## src/rtl/riscv_fetch_unit.sv

```systemverilog
// Instruction fetch / PC stage: owns pc, old_pc and the instruction register, runs a req/ack imem read.
// Optional macro FETCH_TIMEOUT_EN adds a bounded wait on imem_ack that faults the fetch on expiry.
module riscv_fetch_unit #(
    parameter logic [31:0] RESET_PC = 32'h0000_0000,
    parameter int unsigned TIMEOUT  = 16
) (
    input  logic        clk,
    input  logic        rst_n,
    input  logic        ir_write,
    input  logic        pc_write,
    input  logic        pc_src,
    input  logic        bbeq,
    input  logic        bbne,
    input  logic        alu_zero,
    input  logic [31:0] alu_result,
    input  logic [31:0] alu_out,
    output logic        imem_req,
    output logic [31:0] imem_addr,
    input  logic        imem_ack,
    input  logic [31:0] imem_rdata,
    output logic        stall,
    output logic [31:0] pc,
    output logic [31:0] old_pc,
    output logic [31:0] instr,
    output logic [6:0]  opcode,
    output logic [2:0]  funct3,
    output logic        fetch_err
);

    typedef enum logic [1:0] {S_IDLE, S_WAIT, S_DONE} state_t;

    state_t      state_q, state_d;
    logic [31:0] pc_q, pc_d;
    logic [31:0] old_pc_q, old_pc_d;
    logic [31:0] instr_q, instr_d;
    logic [31:0] addr_q, addr_d;
    logic        req_q, req_d;
    logic        err_q, err_d;
    logic        taken, pc_en;

    if (TIMEOUT == 0) begin : g_bad_timeout
        $error("riscv_fetch_unit: TIMEOUT must be at least 1");
    end

`ifdef FETCH_TIMEOUT_EN
    localparam int unsigned    CW      = $clog2(TIMEOUT + 1);
    localparam logic [CW-1:0]  CNT_MAX = CW'(TIMEOUT);
    logic [CW-1:0] cnt_q, cnt_d;
`endif

    assign stall = (state_q == S_IDLE && ir_write) || (state_q == S_WAIT);
    assign taken = (bbeq & alu_zero) | (bbne & ~alu_zero);
    // PC frozen while a fetch is pending so alu_result still holds fetched PC+4 in DONE
    assign pc_en = (pc_write | taken) & ~stall;

    always_comb begin
        state_d  = state_q;
        pc_d     = pc_q;
        old_pc_d = old_pc_q;
        instr_d  = instr_q;
        addr_d   = addr_q;
        req_d    = req_q;
        err_d    = err_q;
`ifdef FETCH_TIMEOUT_EN
        cnt_d    = cnt_q;
`endif
        case (state_q)
            S_IDLE: begin
                if (ir_write) begin
                    if (pc_q[1:0] == 2'b00) begin
                        state_d = S_WAIT;
                        req_d   = 1'b1;
                        addr_d  = pc_q;
`ifdef FETCH_TIMEOUT_EN
                        cnt_d   = '0;
`endif
                    end else begin
                        // misaligned: load zero so the FSM decodes HALT
                        instr_d = '0;
                        err_d   = 1'b1;
                        state_d = S_DONE;
                    end
                end
            end
            S_WAIT: begin
`ifdef FETCH_TIMEOUT_EN
                cnt_d = cnt_q + CW'(1);
`endif
                if (imem_ack) begin
                    instr_d  = imem_rdata;
                    old_pc_d = pc_q;
                    req_d    = 1'b0;
                    state_d  = S_DONE;
                end
`ifdef FETCH_TIMEOUT_EN
                else if (cnt_d == CNT_MAX) begin
                    instr_d = '0;
                    err_d   = 1'b1;
                    req_d   = 1'b0;
                    state_d = S_DONE;
                end
`endif
            end
            S_DONE:  state_d = S_IDLE;
            default: state_d = S_IDLE;
        endcase
        if (pc_en) pc_d = pc_src ? alu_out : alu_result;
    end

    always_ff @(posedge clk or negedge rst_n) begin
        if (!rst_n) begin
            state_q  <= S_IDLE;
            pc_q     <= RESET_PC;
            old_pc_q <= RESET_PC;
            instr_q  <= '0;
            addr_q   <= '0;
            req_q    <= 1'b0;
            err_q    <= 1'b0;
`ifdef FETCH_TIMEOUT_EN
            cnt_q    <= '0;
`endif
        end else begin
            state_q  <= state_d;
            pc_q     <= pc_d;
            old_pc_q <= old_pc_d;
            instr_q  <= instr_d;
            addr_q   <= addr_d;
            req_q    <= req_d;
            err_q    <= err_d;
`ifdef FETCH_TIMEOUT_EN
            cnt_q    <= cnt_d;
`endif
        end
    end

    assign imem_req  = req_q;
    assign imem_addr = addr_q;
    assign pc        = pc_q;
    assign old_pc    = old_pc_q;
    assign instr     = instr_q;
    assign opcode    = instr_q[6:0];
    assign funct3    = instr_q[14:12];
    assign fetch_err = err_q;

endmodule

```

## config.mk

```make
export PLATFORM = sky130hd
export DESIGN_NAME = riscv_fetch_unit
export DESIGN_NICKNAME = d
export VERILOG_FILES = /design/src/rtl/riscv_fetch_unit.sv
export SDC_FILE = /design/constraint.sdc
export NUM_CORES = 1
export LEC_CHECK = 0
export ABC_AREA = 1
export CAP_MARGIN = 15
export CORE_ASPECT_RATIO = 1.2
export CORE_MARGIN = 1.5
export CORE_UTILIZATION = 42
export DETAILED_ROUTE_END_ITERATION = 6
export PLACE_DENSITY = 0.83
export SYNTH_ARGS = -nofsm -noshare
export SYNTH_HDL_FRONTEND = slang
export SYNTH_SLANG_ARGS = --single-unit
export TNS_END_PERCENT = 50
```

## constraint.sdc

```tcl
create_clock -name clk -period 1.4 [get_ports clk]
set_input_delay 0.21 -clock clk [delete_from_list [all_inputs] [get_ports clk]]
set_output_delay 0.21 -clock clk [all_outputs]
set_load 0.05 [all_outputs]
```

**After elaboration in Yosys (flattened, before gate mapping)**

Index checks and enable logic that the tools add are counted.

- Register bits after elaboration: 132
- Input port bits: 105
- Output and inout port bits: 141
- Word-level logic and storage cells: 44

- Eq/ne operators: 5
- Mux-type cells: 13
- Bitwise logic cells: 8
- Reductions and logical operators: 11

Operators with widths:

| operator | number |
|---|---|
| 32-bit two-way mux | 4 |
| 32-bit one-hot mux with 2 select lines | 1 |
| 4-bit AND reduction | 2 |
| 2-bit two-way mux | 3 |
| 2-bit != test (second input constant) | 3 |
| 3-bit AND reduction | 2 |
| 2-bit logical NOT | 2 |
| 2-bit one-hot mux with 2 select lines | 1 |
| 2-bit AND reduction | 2 |
| 1-bit AND | 3 |
| 1-bit two-way mux | 3 |
| 1-bit inverter | 3 |
| 2-bit by 1-bit equality test with 1-bit output (second input constant) | 1 |
| 2-bit by 1-bit != test with 1-bit output (second input constant) | 1 |
| 1-bit OR | 2 |
| 1-bit one-hot mux with 2 select lines | 1 |
| 2-bit nonzero test | 1 |
| 1-bit logical AND | 1 |
| 1-bit logical OR | 1 |

**Longest topological paths before layout**

- Depth after elaboration: 5
- Gate-level depth with buffers: 8
- Gate-level depth less buffers: 7

**Worst setup path after synthesis**

Ideal clock, no wire load.

- Path kind: register -> register
- Start point: reg pc_q[1], in the netlist pc[1]
- End point: reg instr_q[12], in the netlist instr[12]
- Setup time: 0.067 ns
- Arrival: 1.462 ns
- Required time: 1.333 ns
- Slack: -0.129 ns
- Stages on the path, launching flop included: 7
- Path buffers: 1
- Clock period less this slack: 1.529 ns
- Cell sequence: dfrtp_1 -> nor2_1 -> nor2_1 -> a21oi_4 -> buf_6 -> nand2_1 -> nand2_1

- Word-level cells in the longest chain between the ends: 3

RTL lines:

| element | RTL line | text |
|---|---|---|
| from (decl) | 33 | `logic [31:0] pc_q, pc_d;` |
| from (signal assigned) | 124 | `pc_q <= pc_d;` |
| 2-bit logical NOT | 70 | `if (pc_q[1:0] == 2'b00) begin` |
| 2-bit != test (no line) | n/a |  |
| 4-bit AND reduction (no line) | n/a |  |
| to (signal assigned) | 126 | `instr_q <= instr_d;` |
| to (decl) | 35 | `logic [31:0] instr_q, instr_d;` |

No other way between the ends.
A chain may end at the register's enable or synchronous reset.

**Final worst setup path**

- Start point: reg state_q[1]
- End point: out stall

- Word-level cells in the longest chain between the ends: 3
- Elaborated cells between the ends (all ways): 4
- Those cells by class: 1 x eq/ne; 3 x reduce/logical

RTL lines:

| element | RTL line | text |
|---|---|---|
| from (decl) | 32 | `state_t state_q, state_d;` |
| from (signal assigned) | 123 | `state_q <= state_d;` |
| 2-bit logical NOT | 51 | `assign stall = (state_q == S_IDLE && ir_write) \|\| (state_q == S_WAIT);` |
| 1-bit logical AND | 51 |  |
| 1-bit logical OR (*) | 51 |  |
| to (decl) | 21 | `output logic stall,` |

Mark *: on every way between the ends. The rest lies on a longest branch, timed or not.

==> results.sh <==
export IMPL_status="finished, violations left"
export IMPL_violations="setup timing"
export IMPL_die_h_um=128
export IMPL_hold_viol=0
export IMPL_crit_type="flip-flop to primary output"
export IMPL_grt_pass1_wl_um=30000
export IMPL_fin_util_pct=81.5
export IMPL_dp_cells=980
export IMPL_maxCapViolCount=0
export IMPL_row_count=45
export IMPL_period_share_pct=106
export IMPL_overflow=0
export IMPL_area_delta_synth_final_pct=89.1
export IMPL_dp_slack_ns=-0.524
export IMPL_ant_nets=0
export IMPL_gr_usage_all_layers_pct=29.2
export IMPL_h_tree_depth=4
export IMPL_first_pass_iters=6
export IMPL_setup_violations=18
export IMPL_start_kind="flip-flop"
export IMPL_wl_um=19800
export IMPL_ys_types=21
export IMPL_totalPowerFinal_mw=31.4
export IMPL_hp_class="input pin to asynchronous set/reset pin"
export IMPL_mostFrequentLayoutCell="nand2_1"
export IMPL_tightest_slew_ns=0.392
export IMPL_syn_area_per_cell_um2=9.23
export IMPL_pin_count=246
export IMPL_slew_headroom_pct=73.9
export IMPL_skew_ns=0.00620
export IMPL_ys_seq_area_share_pct=60.2
export IMPL_placedInstanceArea_um2=9610
export IMPL_timing_final_crit_period_ns=1.49
export IMPL_cts_buffer_depth=2
export IMPL_power_density_nw_per_um2=3030
export IMPL_grt_max_degree=49
export IMPL_cts_root_buf="clkbuf_16"
export IMPL_worstSkewPairLatency_ns=0.41
export IMPL_core_area_um2=12700
export IMPL_grt_setup_unrepaired="true"
export IMPL_grt_pass1_vias=5620
export IMPL_start_util_pct=43.1
export IMPL_fin_ws_ns=-0.0889
export IMPL_fin_tns_setup_ns=-0.536
export IMPL_power_leakage_nw=4.86
export IMPL_die_x_um=107
export IMPL_routedWlPerCell_um=19.3
export IMPL_dieArea_um2=13800
export IMPL_antenna_found_initial=0
export IMPL_fin_area_um2=10400
export IMPL_dp_final_hpwl_um=13200
export IMPL_num_vias=5342
export IMPL_hold_ws_ns=0.267
export IMPL_drive_above_1_share_pct=30.6
export IMPL_place_congestion=0.840
export IMPL_syn_cell_area_um2=5490
export IMPL_clock_sinks=132
export IMPL_peakVddDrop_mv=1.76
export IMPL_vias_per_cell=5.22
export IMPL_synth_warnings=0
export IMPL_synth_seq_cells=132
export IMPL_cts_clk_slew_worst_paths_ns=0.05
export IMPL_drc=0
export IMPL_first_iter_violations=468
export IMPL_critPathArrivalTime_ns=1.28
export IMPL_syn_instance_count=594
export IMPL_syn_num_nets=699
export IMPL_worstPathRequired_ns=1.19
export IMPL_r2r_setup_slack_ns=-0.07
export IMPL_mostFrequentLayoutCells="163 x nand2_1, 153 x buf_12, 129 x dfrtp_1"
export IMPL_max_freq_mhz=672
export IMPL_path_max_fanout=2
export IMPL_end_kind="primary output"
export IMPL_portBuffers=245
export IMPL_cts_tree="done"
export IMPL_fin_nets=952
export IMPL_slew_viol_final=0
export IMPL_numCtsBuffers=17
export IMPL_num_antenna_cells=0
export IMPL_final_cells=1023
==> kinds of logic (layout without fill, tap and decap cells) <==
group                  after synthesis  count (layout)  share of synthesized area [%]
and+or+nand+nor                    246             246                           20.5
DFF                                132             132                           60.2
AOI/OAI and AO/OA                  127             128                           11.9
buffers and inverters               89             353                           7.34
==> sequential cells by signal, summed over array words and instances (netlist names) <==
register	flops
pc	32
imem_addr	32
old_pc	32
fetch_err	1
instr	32
imem_req	1
state_q	2
==> routing by layer <==
layer / GRT usage [%] / wire length (um) / up-vias
li1: - / - / 2419
met1: 31.1 / 6810 / 2572
met2: 51.8 / 10600 / 280
met3: 8.80 / 1490 / 71
met4: 15.1 / 867 / 0
met5: 0 / 0 / -
==> worst paths after layout <==
path | start | end | cells after the start
setup / recovery | state_q[1]$_DFFE_PN0P_ | stall | 5
hold / removal | rst_n | pc[22]$_DFFE_PN0P_ | 2
setup reg to reg | state_q[0]$_DFFE_PN0P_ | instr[0]$_DFFE_PN0P_ | 7
hold reg to reg | imem_addr[1]$_DFFE_PN0P_ | imem_addr[1]$_DFFE_PN0P_ | 2
max in group asynchronous | rst_n | pc[0]$_DFFE_PN0P_ | 3
min in group clk | imem_rdata[27] | instr[27]$_DFFE_PN0P_ | 3
==> timing repair <==
item | in CTS | in global routing
gates cloned | 1 | 0
pin swaps | 7 | 1
endpoints found under the setup margin | 35 | 75
setup buffers | 9 | 2
gates resized for setup | 7 | 26
hold buffers | 1 | 0
endpoints found under the hold margin | 37 | 0
==> layout make-up <==
class	count	area, um^2
inverters	41	154
fillers	680	2350
clock inverters	3	15.0
clock buffers	28	547
well taps	164	205
flip-flops and latches	132	3310
repair buffers	281	4300
multi-input cells	374	1840
==> where the power goes <==
part	internal (mW)	switching (mW)	leakage, nW
Combinational	8.82	10.5	2.90
Sequential	5.56	2.30	1.68
Clock	2.62	1.55	0.282
Total	17.0	14.4	4.86
==> Yosys cell counts <==
| master | n | area (um^2) |
|---|---|---|
| nand3b_1 | 1 | 7.51 |
| nand2_2 | 1 | 6.26 |
| nor2_4 | 1 | 11.3 |
| buf_6 | 3 | 33.8 |
| nand3_4 | 2 | 35.0 |
| nand4_1 | 32 | 200 |
| a21o_1 | 1 | 7.51 |
| a21oi_4 | 1 | 16.3 |
| or2_2 | 32 | 200 |
| o21ai_2 | 1 | 8.76 |
| nand2_1 | 172 | 646 |
| clkbuf_1 | 30 | 113 |
| dfrtp_1 | 132 | 3300 |
| nor2_1 | 4 | 15.0 |
| o21ai_1 | 7 | 35.0 |
| inv_1 | 39 | 146 |
| inv_2 | 2 | 7.51 |
| buf_4 | 11 | 82.6 |
| buf_2 | 4 | 20.0 |
| o21ai_0 | 117 | 586 |
| nand3_1 | 1 | 5.00 |
==> critical path, cell delays in order, from the launching register on <==
cell and delay (ns):
dfrtp_1 0.39, inv_2 0.08, buf_6 0.11, o21ai_4 0.06, inv_2 0.08, buf_12 0.14
Power figures use the tool's default switching activity.
